<file path="config.mk">
export PLATFORM = sky130hd
export DESIGN_NAME = mem_arbiter
export DESIGN_NICKNAME = d
export VERILOG_FILES = /design/src/rtl/mem_arbiter.sv
export SDC_FILE = /design/constraint.sdc
export NUM_CORES = 1
export LEC_CHECK = 0
export CORE_ASPECT_RATIO = 0.5
export CORE_MARGIN = 2
export CORE_UTILIZATION = 29
export DETAILED_ROUTE_END_ITERATION = 10
export GPL_ROUTABILITY_DRIVEN = 1
export PLACE_DENSITY_LB_ADDON = 0.25
export REMOVE_ABC_BUFFERS = 1
export SLEW_MARGIN = 25
export SYNTH_ARGS = -nofsm -noshare
export SYNTH_HDL_FRONTEND = slang
export SYNTH_SLANG_ARGS = --single-unit
</file>
<file path="constraint.sdc">
create_clock -name clk -period 1.1 [get_ports clk]
set_input_delay 0.22 -clock clk [delete_from_list [all_inputs] [get_ports clk]]
set_output_delay 0.22 -clock clk [all_outputs]
set_load 0.03 [all_outputs]
</file>
<file path="src/rtl/mem_arbiter.sv">
// mem_arbiter: serialises two requesters onto one single-port synchronous memory.
// Optional MEM_ARB_RR_EN selects round-robin contention; undefined gives fixed port-0 priority.
module mem_arbiter #(
  parameter int AW = 5,
  parameter int DW = 8
) (
  input  logic          clk,
  input  logic          rst,
  input  logic          req0,
  input  logic          we0,
  input  logic [AW-1:0] addr0,
  input  logic [DW-1:0] wdata0,
  output logic          gnt0,
  output logic          rvalid0,
  input  logic          req1,
  input  logic          we1,
  input  logic [AW-1:0] addr1,
  input  logic [DW-1:0] wdata1,
  output logic          gnt1,
  output logic          rvalid1,
  output logic [DW-1:0] rdata,
  output logic          busy,
  output logic          mem_en,
  output logic          mem_we,
  output logic [AW-1:0] mem_addr,
  output logic [DW-1:0] mem_din,
  input  logic [DW-1:0] mem_dout
);

  typedef enum logic {IDLE = 1'b0, ISSUE = 1'b1} state_e;

  state_e        state_q, state_d;
  logic          mem_en_q, mem_en_d;
  logic          mem_we_q, mem_we_d;
  logic [AW-1:0] mem_addr_q, mem_addr_d;
  logic [DW-1:0] mem_din_q, mem_din_d;
  logic          gnt0_q, gnt0_d;
  logic          gnt1_q, gnt1_d;
  logic          busy_q, busy_d;
  logic          rvalid0_q, rvalid0_d;
  logic          rvalid1_q, rvalid1_d;
  logic          pick1;

`ifdef MEM_ARB_RR_EN
  // 1 = port 1 wins the next contention; flips to the other port on every grant.
  logic          prio_q, prio_d;
  assign pick1 = req1 & (~req0 | prio_q);
`else
  assign pick1 = req1 & ~req0;
`endif

  always_comb begin
    state_d    = state_q;
    mem_en_d   = 1'b0;
    mem_we_d   = 1'b0;
    mem_addr_d = mem_addr_q;
    mem_din_d  = mem_din_q;
    gnt0_d     = 1'b0;
    gnt1_d     = 1'b0;
    busy_d     = 1'b0;
    rvalid0_d  = 1'b0;
    rvalid1_d  = 1'b0;
`ifdef MEM_ARB_RR_EN
    prio_d     = prio_q;
`endif
    case (state_q)
      IDLE: begin
        if (req0 | req1) begin
          state_d    = ISSUE;
          mem_en_d   = 1'b1;
          mem_we_d   = pick1 ? we1 : we0;
          mem_addr_d = pick1 ? addr1 : addr0;
          mem_din_d  = pick1 ? wdata1 : wdata0;
          gnt0_d     = ~pick1;
          gnt1_d     = pick1;
          busy_d     = 1'b1;
`ifdef MEM_ARB_RR_EN
          prio_d     = ~pick1;
`endif
        end
      end
      ISSUE: begin
        // gnt1_q identifies the winner of the access the memory samples this cycle.
        state_d   = IDLE;
        rvalid0_d = ~mem_we_q & gnt0_q;
        rvalid1_d = ~mem_we_q & gnt1_q;
      end
      default: state_d = IDLE;
    endcase
  end

  always_ff @(posedge clk) begin
    if (rst) begin
      state_q    <= IDLE;
      mem_en_q   <= 1'b0;
      mem_we_q   <= 1'b0;
      mem_addr_q <= '0;
      mem_din_q  <= '0;
      gnt0_q     <= 1'b0;
      gnt1_q     <= 1'b0;
      busy_q     <= 1'b0;
      rvalid0_q  <= 1'b0;
      rvalid1_q  <= 1'b0;
`ifdef MEM_ARB_RR_EN
      prio_q     <= 1'b0;
`endif
    end else begin
      state_q    <= state_d;
      mem_en_q   <= mem_en_d;
      mem_we_q   <= mem_we_d;
      mem_addr_q <= mem_addr_d;
      mem_din_q  <= mem_din_d;
      gnt0_q     <= gnt0_d;
      gnt1_q     <= gnt1_d;
      busy_q     <= busy_d;
      rvalid0_q  <= rvalid0_d;
      rvalid1_q  <= rvalid1_d;
`ifdef MEM_ARB_RR_EN
      prio_q     <= prio_d;
`endif
    end
  end

  assign gnt0     = gnt0_q;
  assign gnt1     = gnt1_q;
  assign rvalid0  = rvalid0_q;
  assign rvalid1  = rvalid1_q;
  assign busy     = busy_q;
  assign mem_en   = mem_en_q;
  assign mem_we   = mem_we_q;
  assign mem_addr = mem_addr_q;
  assign mem_din  = mem_din_q;
  assign rdata    = mem_dout;

endmodule

</file>
==> results of run 1 <==
==> metal layers <==
| metal | track usage | up-vias | share of wire |
|---|---|---|---|
| met2 | 0.232 | 28 | 0.50 |
| met1 | 0.151 | 385 | 0.44 |
| met5 | 0 | - | 0 |
| met4 | 0.0203 | 0 | 0.0056 |
| li1 | - | 430 | - |
| met3 | 0.0582 | 2 | 0.059 |
==> cell usage after synthesis <==
| cell | n | area [sq um] |
|---|---|---|
| a211oi_1 | 12 | 90.1 |
| a21oi_1 | 12 | 60.1 |
| a311oi_1 | 1 | 8.76 |
| and2b_1 | 1 | 7.51 |
| buf_2 | 1 | 5.00 |
| buf_4 | 13 | 97.6 |
| clkbuf_1 | 2 | 7.51 |
| dfxtp_1 | 19 | 380 |
| mux2i_1 | 1 | 10.0 |
| nand2_1 | 14 | 52.6 |
| nand2b_1 | 1 | 6.26 |
| nor2_1 | 14 | 52.6 |
| nor3_1 | 2 | 10.0 |
| nor3b_1 | 1 | 7.51 |
| nor4bb_1 | 2 | 20.0 |
| o21ba_2 | 1 | 10.0 |
| o21bai_2 | 1 | 11.3 |
==> critical path, stage by stage (launching register included) <==
cell	delay, ns
dfxtp_2	0.33
buf_6	0.12
buf_6	0.13
==> cells by family (layout without fill, tap and decap cells) <==
kind of cell           Yosys count  count (layout)
buffers and inverters           16              66
AOI/OAI and AO/OA               27              27
muxes                            1               1
and+or+nand+nor                 35              35
DFF                             19              19
==> area by class of cell <==
class,instances,share of cell area
timing repair buffer,62,0.406
sequential,19,0.271
multi-input combinational,63,0.258
tap,37,0.0328
clock buffer,3,0.0293
clock inverter,1,0.00355
==> worst max path at each step <==
stage | start | end | slack (ns) | cells after the start
floorplan | state_q$_SDFF_PP0_ | mem_addr[0]$_SDFFE_PP0P_ | -0.33 | 3
global placement | req0 | mem_addr[2]$_SDFFE_PP0P_ | -0.36 | 5
detailed placement | req0 | mem_din[0]$_SDFFE_PP0P_ | -0.40 | 5
CTS | state_q$_SDFF_PP0_ | busy | -0.005 | 2
global route | state_q$_SDFF_PP0_ | mem_din[5]$_SDFFE_PP0P_ | 0.01 | 4
finish | state_q$_SDFF_PP0_ | mem_en | 0.05 | 2
==> what timing repair did <==
item	in CTS	in global routing
pin swaps	0	1
gates resized for setup	2	9
setup endpoints to repair	16	11
==> registers in the layout, indices dropped and copies added (netlist names) <==
register / flops
mem_we: 1
mem_addr: 5
rvalid0: 1
gnt0: 1
rvalid1: 1
gnt1: 1
state_q: 1
mem_din: 8
==> where the power goes <==
part | switching (mW) | internal (mW)
clock | 0.214 | 0.251
combinational | 0.275 | 0.283
sequential | 0.0283 | 0.745
total | 0.517 | 1.28
==> through the flow <==
| step | setup TNS [ns] | cell area [sq um] | instances |
|---|---|---|---|
| 6_report | 0 | 1410 | 185 |
| 5_1_grt | 0 | 1410 | 185 |
| 4_1_cts | -0.00987 | 1370 | 185 |
| 3_5_place_dp | -5.73 | 1330 | 181 |
| 3_3_place_gp | -5.14 | 1330 | 181 |
| 2_1_floorplan | -4.74 | 727 | 82 |
==> impl_metrics.py, run 1 <==
metrics = {
    "timing": {
        "fmax_mhz": 949,
        "clock_skew_ns": 0.00219,
        "rsz0062_at_grt": "false",
        "maxSlewHeadroom": 0.846,
        "hold_ws_ns": 0.440,
        "timing.final.ws_setup_ns": 0.0467,
        "worst_pin_slew_ns": 0.228,
        "finalHoldViolCount": 0,
        "slew_viol_final": 0,
        "setup_viol": 0,
        "period_share": 0.958,
        "layout_min_cycle_time_ns": 1.05,
    },
    "yosys": {
        "synth_top_family_by_area": "compound AO/OA/AOI/OAI gates",
        "ys_seq_area_frac": 0.454,
        "synth.avg_cell_area_sq_um": 8.54,
        "synth-simple-area-share": 0.187,
        "synthesis.area_sq_um": 837,
        "ys_ff_latch": 19,
        "synthMuxAreaShare": 0.0120,
        "ys_warn_count": 0,
        "synth_cell_types": 17,
        "synth_cells": 98,
        "synth_xor_area_frac": 0,
        "synthAdderAreaFrac": 0,
        "synth_compound_area_frac": 0.215,
    },
    "worst_setup_path": {
        "worstPathMaxFanout": 5,
        "start_kind": "flop",
        "critical_path_required_ns": 0.88,
        "reg2reg_depth": 4,
        "path_class": "reg -> out",
        "r2r_end": "mem_din[3]$_SDFFE_PP0P_",
        "worstPathArrival_ns": 0.83,
        "r2r_setup_slack_ns": 0.08,
        "crit-reg2reg-launch": "state_q$_SDFF_PP0_",
        "cp-end-kind": "output pin",
    },
    "global_routing": {
        "grt_usage": 0.131,
        "overflow": 0,
        "grt_pass1_wl_um": 3550,
        "antenna_found_initial": 0,
        "grt_pass1_vias": 835,
        "grt_max_degree": 20,
    },
    "worst_hold_path": {
        "min_from": "mem_dout[0]",
        "holdPathStages": 0,
        "hold_class": "in -> out",
        "whs_endpoint": "rdata[0]",
    },
    "flow_run": {
        "cap_violations": 0,
    },
    "drt": {
        "drc": 0,
        "drt-total-wl_um": 2160,
        "drt-initial-drc-count": 27,
        "vias_per_cell": 4.57,
        "ant_nets": 0,
        "dr.pass1.iters": 4,
        "routedWlPerCell_um": 11.7,
        "num_vias": 845,
    },
    "finish": {
        "drive_gt1_frac": 0.270,
        "post-route-util": 0.529,
        "final_cell_mix": "29 x clkdlybuf4s50_1, 25 x buf_4, 18 x dfxtp_1",
        "fin_nets": 189,
        "syn2layout_area_growth_pct": 68.5,
        "fillers": 266,
        "multi_input_area_sq_um": 364,
        "final_common_cell": "clkdlybuf4s50_1",
        "regArea_sq_um": 382,
        "n_antenna_cell": 0,
    },
    "die": {
        "pin_count": 68,
        "fp.dieArea_sq_um": 3360,
        "fp.dieH_um": 42.0,
        "core_sq_um": 2670,
        "start_util": 0.314,
        "rows": 13,
        "die_w_um": 80.0,
    },
    "clock_tree": {
        "cts_setup_buffers": 0,
        "postCtsHoldBufs": 0,
        "max-clock-path-buffers": 2,
        "clk_pin_slew_ns": 0.07,
        "cts.sinks": 19,
        "clockRootBuffer": "clkbuf_8",
        "cts_max_level": 1,
        "clock_latency_ns": 0.25,
        "cts_buffers": 3,
        "tritoncts": "built",
    },
    "power_and_ir_drop": {
        "power_mw": 1.80,
        "leakage_nw": 0.617,
        "ir_drop_mv": 0.517,
        "power_density_nw_per_um2": 1270,
    },
    "run_status": {
        "status": "complete, no violations",
    },
    "placement": {
        "dp_slack_ns": -0.401,
        "dp_hpwl_um": 1730,
        "routabilityCongestion": 0.709,
        "numPortBuffers": 51,
    },
}
(Power assumes the default switching activity.)
==> inputs of run 2 (changes only) <==
--- a/config.mk
+++ b/config.mk
@@ -6,12 +6,11 @@
 export NUM_CORES = 1
 export LEC_CHECK = 0
 export CORE_ASPECT_RATIO = 0.5
-export CORE_MARGIN = 2
+export CORE_MARGIN = 5
 export CORE_UTILIZATION = 29
 export DETAILED_ROUTE_END_ITERATION = 10
 export GPL_ROUTABILITY_DRIVEN = 1
 export PLACE_DENSITY_LB_ADDON = 0.25
-export REMOVE_ABC_BUFFERS = 1
 export SLEW_MARGIN = 25
 export SYNTH_ARGS = -nofsm -noshare
 export SYNTH_HDL_FRONTEND = slang
==> run 2 against run 1 <==
  * Utilization barely moved
  * Sequential cell count unchanged
  * Setup slack better by 0.0052 ns
  * Sequential share of layout area about the same
  * Maximum frequency grew 0.50%
  * Design area increased by 0.62%
  * Global-route usage is 1.2 points lower
  * Worst hold slack worse by 0.12 ns
  * Largest cell class unchanged
  * Critical path type is now reg -> reg
  * Sequential power about the same
  * Non-clock buffer count fell by 1
  * Clock skew increased by 0.0019 ns
  * Clock power grew 4%
==> impl_metrics.py, run 2 (same netlist as run 1, synthesis figures left out) <==
metrics = {
    "worst_setup_path": {
        "worstPathCellList": "o21ba_2 -> nor2_1 -> a211oi_1",
        "cpMaxStageDelayCell": "dfxtp_4",
        "worst-path-buf-inv": 0,
        "worstPathArrival_ns": 1.22,
        "cp-end-kind": "flop",
        "start_kind": "flop",
        "slowest_delay_ns": 0.37,
        "path_class": "reg -> reg",
        "worstPathMaxFanout": 8,
        "critical_path_required_ns": 1.27,
        "critPathTopFamily": "compound AO/OA/AOI/OAI gates",
    },
    "die": {
        "start_util": 0.312,
        "core_sq_um": 2680,
        "fp.dieArea_sq_um": 4130,
        "pin_count": 68,
        "die_w_um": 86.0,
        "rows": 13,
        "fp.dieH_um": 48.0,
    },
    "timing": {
        "period_share": 0.953,
        "fmax_mhz": 954,
        "clock_skew_ns": 0.00414,
        "setup_viol": 0,
        "finalHoldViolCount": 0,
        "worst_pin_slew_ns": 0.264,
        "layout_min_cycle_time_ns": 1.05,
        "maxSlewHeadroom": 0.824,
        "rsz0062_at_grt": "false",
        "timing.final.ws_setup_ns": 0.0519,
        "hold_ws_ns": 0.323,
        "slew_viol_final": 0,
    },
    "finish": {
        "fillers": 261,
        "multi_input_area_sq_um": 393,
        "fin_nets": 189,
        "regArea_sq_um": 384,
        "syn2layout_area_growth_pct": 69.5,
        "final_common_cell": "clkdlybuf4s50_1",
        "fin_cells": 185,
        "final_cell_mix": "29 x clkdlybuf4s50_1, 27 x buf_4, 18 x dfxtp_1",
        "n_antenna_cell": 0,
        "largest_register_ffs": 8,
        "drive_gt1_frac": 0.297,
    },
    "clock_tree": {
        "cts.sinks": 19,
        "max-clock-path-buffers": 2,
        "cts_setup_buffers": 0,
        "clockRootBuffer": "clkbuf_8",
        "clock_latency_ns": 0.25,
        "cts_buffers": 3,
        "postCtsHoldBufs": 0,
        "clk_pin_slew_ns": 0.07,
        "tritoncts": "built",
        "cts_max_level": 1,
    },
    "drt": {
        "dr.pass1.iters": 4,
        "drt-total-wl_um": 2620,
        "drc": 0,
        "vias_per_cell": 4.61,
        "drt-initial-drc-count": 19,
        "routedWlPerCell_um": 14.2,
        "num_vias": 853,
        "ant_nets": 0,
    },
    "placement": {
        "routabilityCongestion": 0.728,
        "dp_hpwl_um": 1940,
        "numPortBuffers": 51,
        "dp_slack_ns": -0.410,
        "dp_cells": 179,
    },
    "global_routing": {
        "grt_pass1_vias": 837,
        "grt_pass1_wl_um": 3770,
        "antenna_found_initial": 0,
        "grt_usage": 0.120,
        "overflow": 0,
        "grt_max_degree": 15,
    },
    "power_and_ir_drop": {
        "ir_drop_mv": 0.451,
        "power_mw": 1.83,
        "leakage_nw": 0.609,
        "power_density_nw_per_um2": 1290,
    },
    "yosys": {
        "mappedNetlistNets": 138,
    },
    "run_status": {
        "status": "complete, no violations",
    },
    "flow_run": {
        "cap_violations": 0,
    },
    "worst_hold_path": {
        "hold_class": "in -> reg",
    },
}
[run 2: cell count changes in the layout (fill, tap and decap cells not counted), sizes merged]
cell,delta
clkbuf,+2
buf,-1
o21ba,+1
clkdlybuf4s15,+1
dlygate4sd2,-2
clkinv,-1
[run 2: per-stage QoR]
| step | area [sq um] | TNS (ns) | util |
|---|---|---|---|
| 2_1_floorplan | 850 | 0 | - |
| 3_3_place_gp | 1320 | -5.76 | 0.493 |
| 3_5_place_dp | 1320 | -5.91 | 0.493 |
| 4_1_cts | 1370 | 0 | 0.509 |
| 5_1_grt | 1420 | 0 | 0.529 |
| 6_report | 1420 | 0 | 0.529 |
[run 2: worst register-to-register path, cell delays in order (launching register included)]
cell	delay (ns)
dfxtp_4	0.37
o21ba_2	0.34
nor2_1	0.06
a211oi_1	0.20
[run 2: worst paths after layout]
| path | to | slack [ns] | cells past startpoint | startpoint |
|---|---|---|---|---|
| min | gnt0$_SDFF_PP0_ | 0.32 | 2 | req0 |
| max reg2reg | mem_addr[0]$_SDFFE_PP0P_ | 0.05 | 3 | state_q$_SDFF_PP0_ |
| min reg2reg | rvalid0$_SDFF_PP0_ | 0.45 | 1 | mem_we$_SDFF_PP0_ |
| max | mem_addr[0]$_SDFFE_PP0P_ | 0.05 | 3 | state_q$_SDFF_PP0_ |
[run 2: layout make-up]
class	instances	share of cell area
Timing Repair Buffer	61	0.388
Sequential cell	19	0.271
Clock buffer	4	0.0317
Tap cell	37	0.0326
Multi-Input combinational cell	64	0.277
[run 2: power breakdown]
part | internal [mW] | switching, mW
clock network | 0.257 | 0.226
logic | 0.281 | 0.285
registers | 0.744 | 0.0327
total | 1.28 | 0.544
[run 2: metal layers]
layer / wire [um] / share of wire / up-vias / global-route usage
met5: 0 / 0 / - / 0
li1: - / - / 430 / -
met1: 1200 / 0.46 / 396 / 0.135
met2: 1240 / 0.47 / 21 / 0.214
met4: 42 / 0.016 / 0 / 0.0599
met3: 138 / 0.053 / 6 / 0.0378
[run 2: timing repair]
item / in CTS / in global routing
resized for setup: 2 / 13
endpoints found under the setup margin: 14 / 9
pin swaps: 0 / 1
gates cloned: 0 / 2
==> edit (settings of run 1) <==
Make the reset (`rst`) asynchronous in one clocked block.
--- a/src/rtl/mem_arbiter.sv
+++ b/src/rtl/mem_arbiter.sv
@@ -91,3 +91,3 @@
 
-  always_ff @(posedge clk) begin
+  always_ff @(posedge clk or posedge rst) begin
     if (rst) begin
Formal check against the unedited RTL: differs if rst is asserted again (counterexample within 4 cycles, from zero or initial values and one cycle with rst high); with rst held inactive, the same outputs for 10 cycles.
==> edit against run 1 <==
- the flow now finishes with violations (negative setup slack)
- setup slack lost 0.13 ns
- via count grew 9.7%
- synthesized area increased by 37%
- wire length is 26% higher
- cell area grew 36%
- sequential share of layout area is 2.2 points lower
- sequential cell count unchanged
- power grew 33%
- largest cell class unchanged
- highest routed layer unchanged
==> edit: results (changes against run 1) <==
Status
  – Status: finished with violations
  – Failing checks: negative setup slack

Placement
  – Final HPWL DP: 1999 microns (+16%)
  – GP Congestion: 0.7238 (+2.1%)
  – Worst slack, placed: -0.4072 ns (-0.005773 ns)

Setup path
  – R2R Path End: mem_addr[4]$_DFFE_PP0P_
  – Max incr delay on CP: 0.44 ns (+0.11 ns)
  – Slowest CP cell: dfrtp_2
  – CP startpoint: busy$_DFF_PP0_
  – Worst Setup EP: busy
  – Reg2Reg Setup Slack: -0.08 ns (-0.16 ns)

Finish
  – Nets: 199 (+5.3%)
  – Register area: 476.7 sq um (+25%)
  – Post-route non-filler standard cell count: 212 (+15%)

Synth
  – Top-count cell post-synth: dfrtp_1
  – Post-Syn Instances: 99 (+1.0%)
  – Largest cells by area after synthesis: dfrtp_1 (41%), nor4b_2 (12%), a211oi_2 (9.8%)
  – Top post-synthesis cells by count: dfrtp_1 (19), inv_1 (17), nor3b_1 (11)
  – Main synth FF type: dfrtp_1

GRT
  – First-pass GRT wire length: 4457 microns (+25%)
  – Vias in the first global route: 926 (+11%)
  – Met1 GRT Util: 15.96% (+0.90 points)
  – Met3 Resource Use GR: 4.361% (-1.5 points)

Power and ir drop
  – Comb pwr share: 44.0% (+13 points)
  – Int Power: 1.581 mW (+24%)
  – NetSw: 0.8162 mW (+58%)
  – Worst VDD drop: 0.4589 mV (-11%)

STA
  – Final hold slack: 0.2704 ns (-0.1698 ns)
  – Skew final: 0.006320 ns (+0.004126 ns)
  – Worst slew pin tran: 0.2893 ns (+0.06165 ns)
  – Setup violators final: 14 (+14)
  – Final WS setup: -0.08658 ns (-0.1333 ns)

Routing
  – Met2 wire len: 1397 microns (+30%)
  – Post-DR vias/cell: 4.373 (-4.3%)
  – Post-Route WL: 2713 microns (+26%)
  – M1 wire length: 1152 microns (+22%)

Clock tree
  – Post-CTS setup buffer count: 3 (+3)
[edit: cell count changes in the layout (fill, tap and decap cells not counted), moves of 11 or more]
cell      before  now
dfrtp_1        0   18
nor2_1        14    2
dfxtp_1       18    0
a21oi_1       12    1
nor4b_4        0   11
nand2_1       14    1
inv_1          0   17
a211oi_1      11    0
[edit: logic make-up (layout without fill, tap and decap cells)]
| group | after synthesis | in the layout | synth area share [%] |
|---|---|---|---|
| buf+inv | 34 | 93 | 18.23 |
| simple gates | 31 | 31 | 25.33 |
| compound gates | 15 | 15 | 14.96 |
| flops | 19 | 19 | 41.49 |
[edit: area by class of cell]
| type | count | area share, % |
|---|---|---|
| inverters | 17 | 3.333 |
| clock buffers | 4 | 2.353 |
| well taps | 54 | 3.529 |
| multi-input cells | 46 | 30.46 |
| repair buffers | 72 | 35.42 |
| flip-flops and latches | 19 | 24.90 |
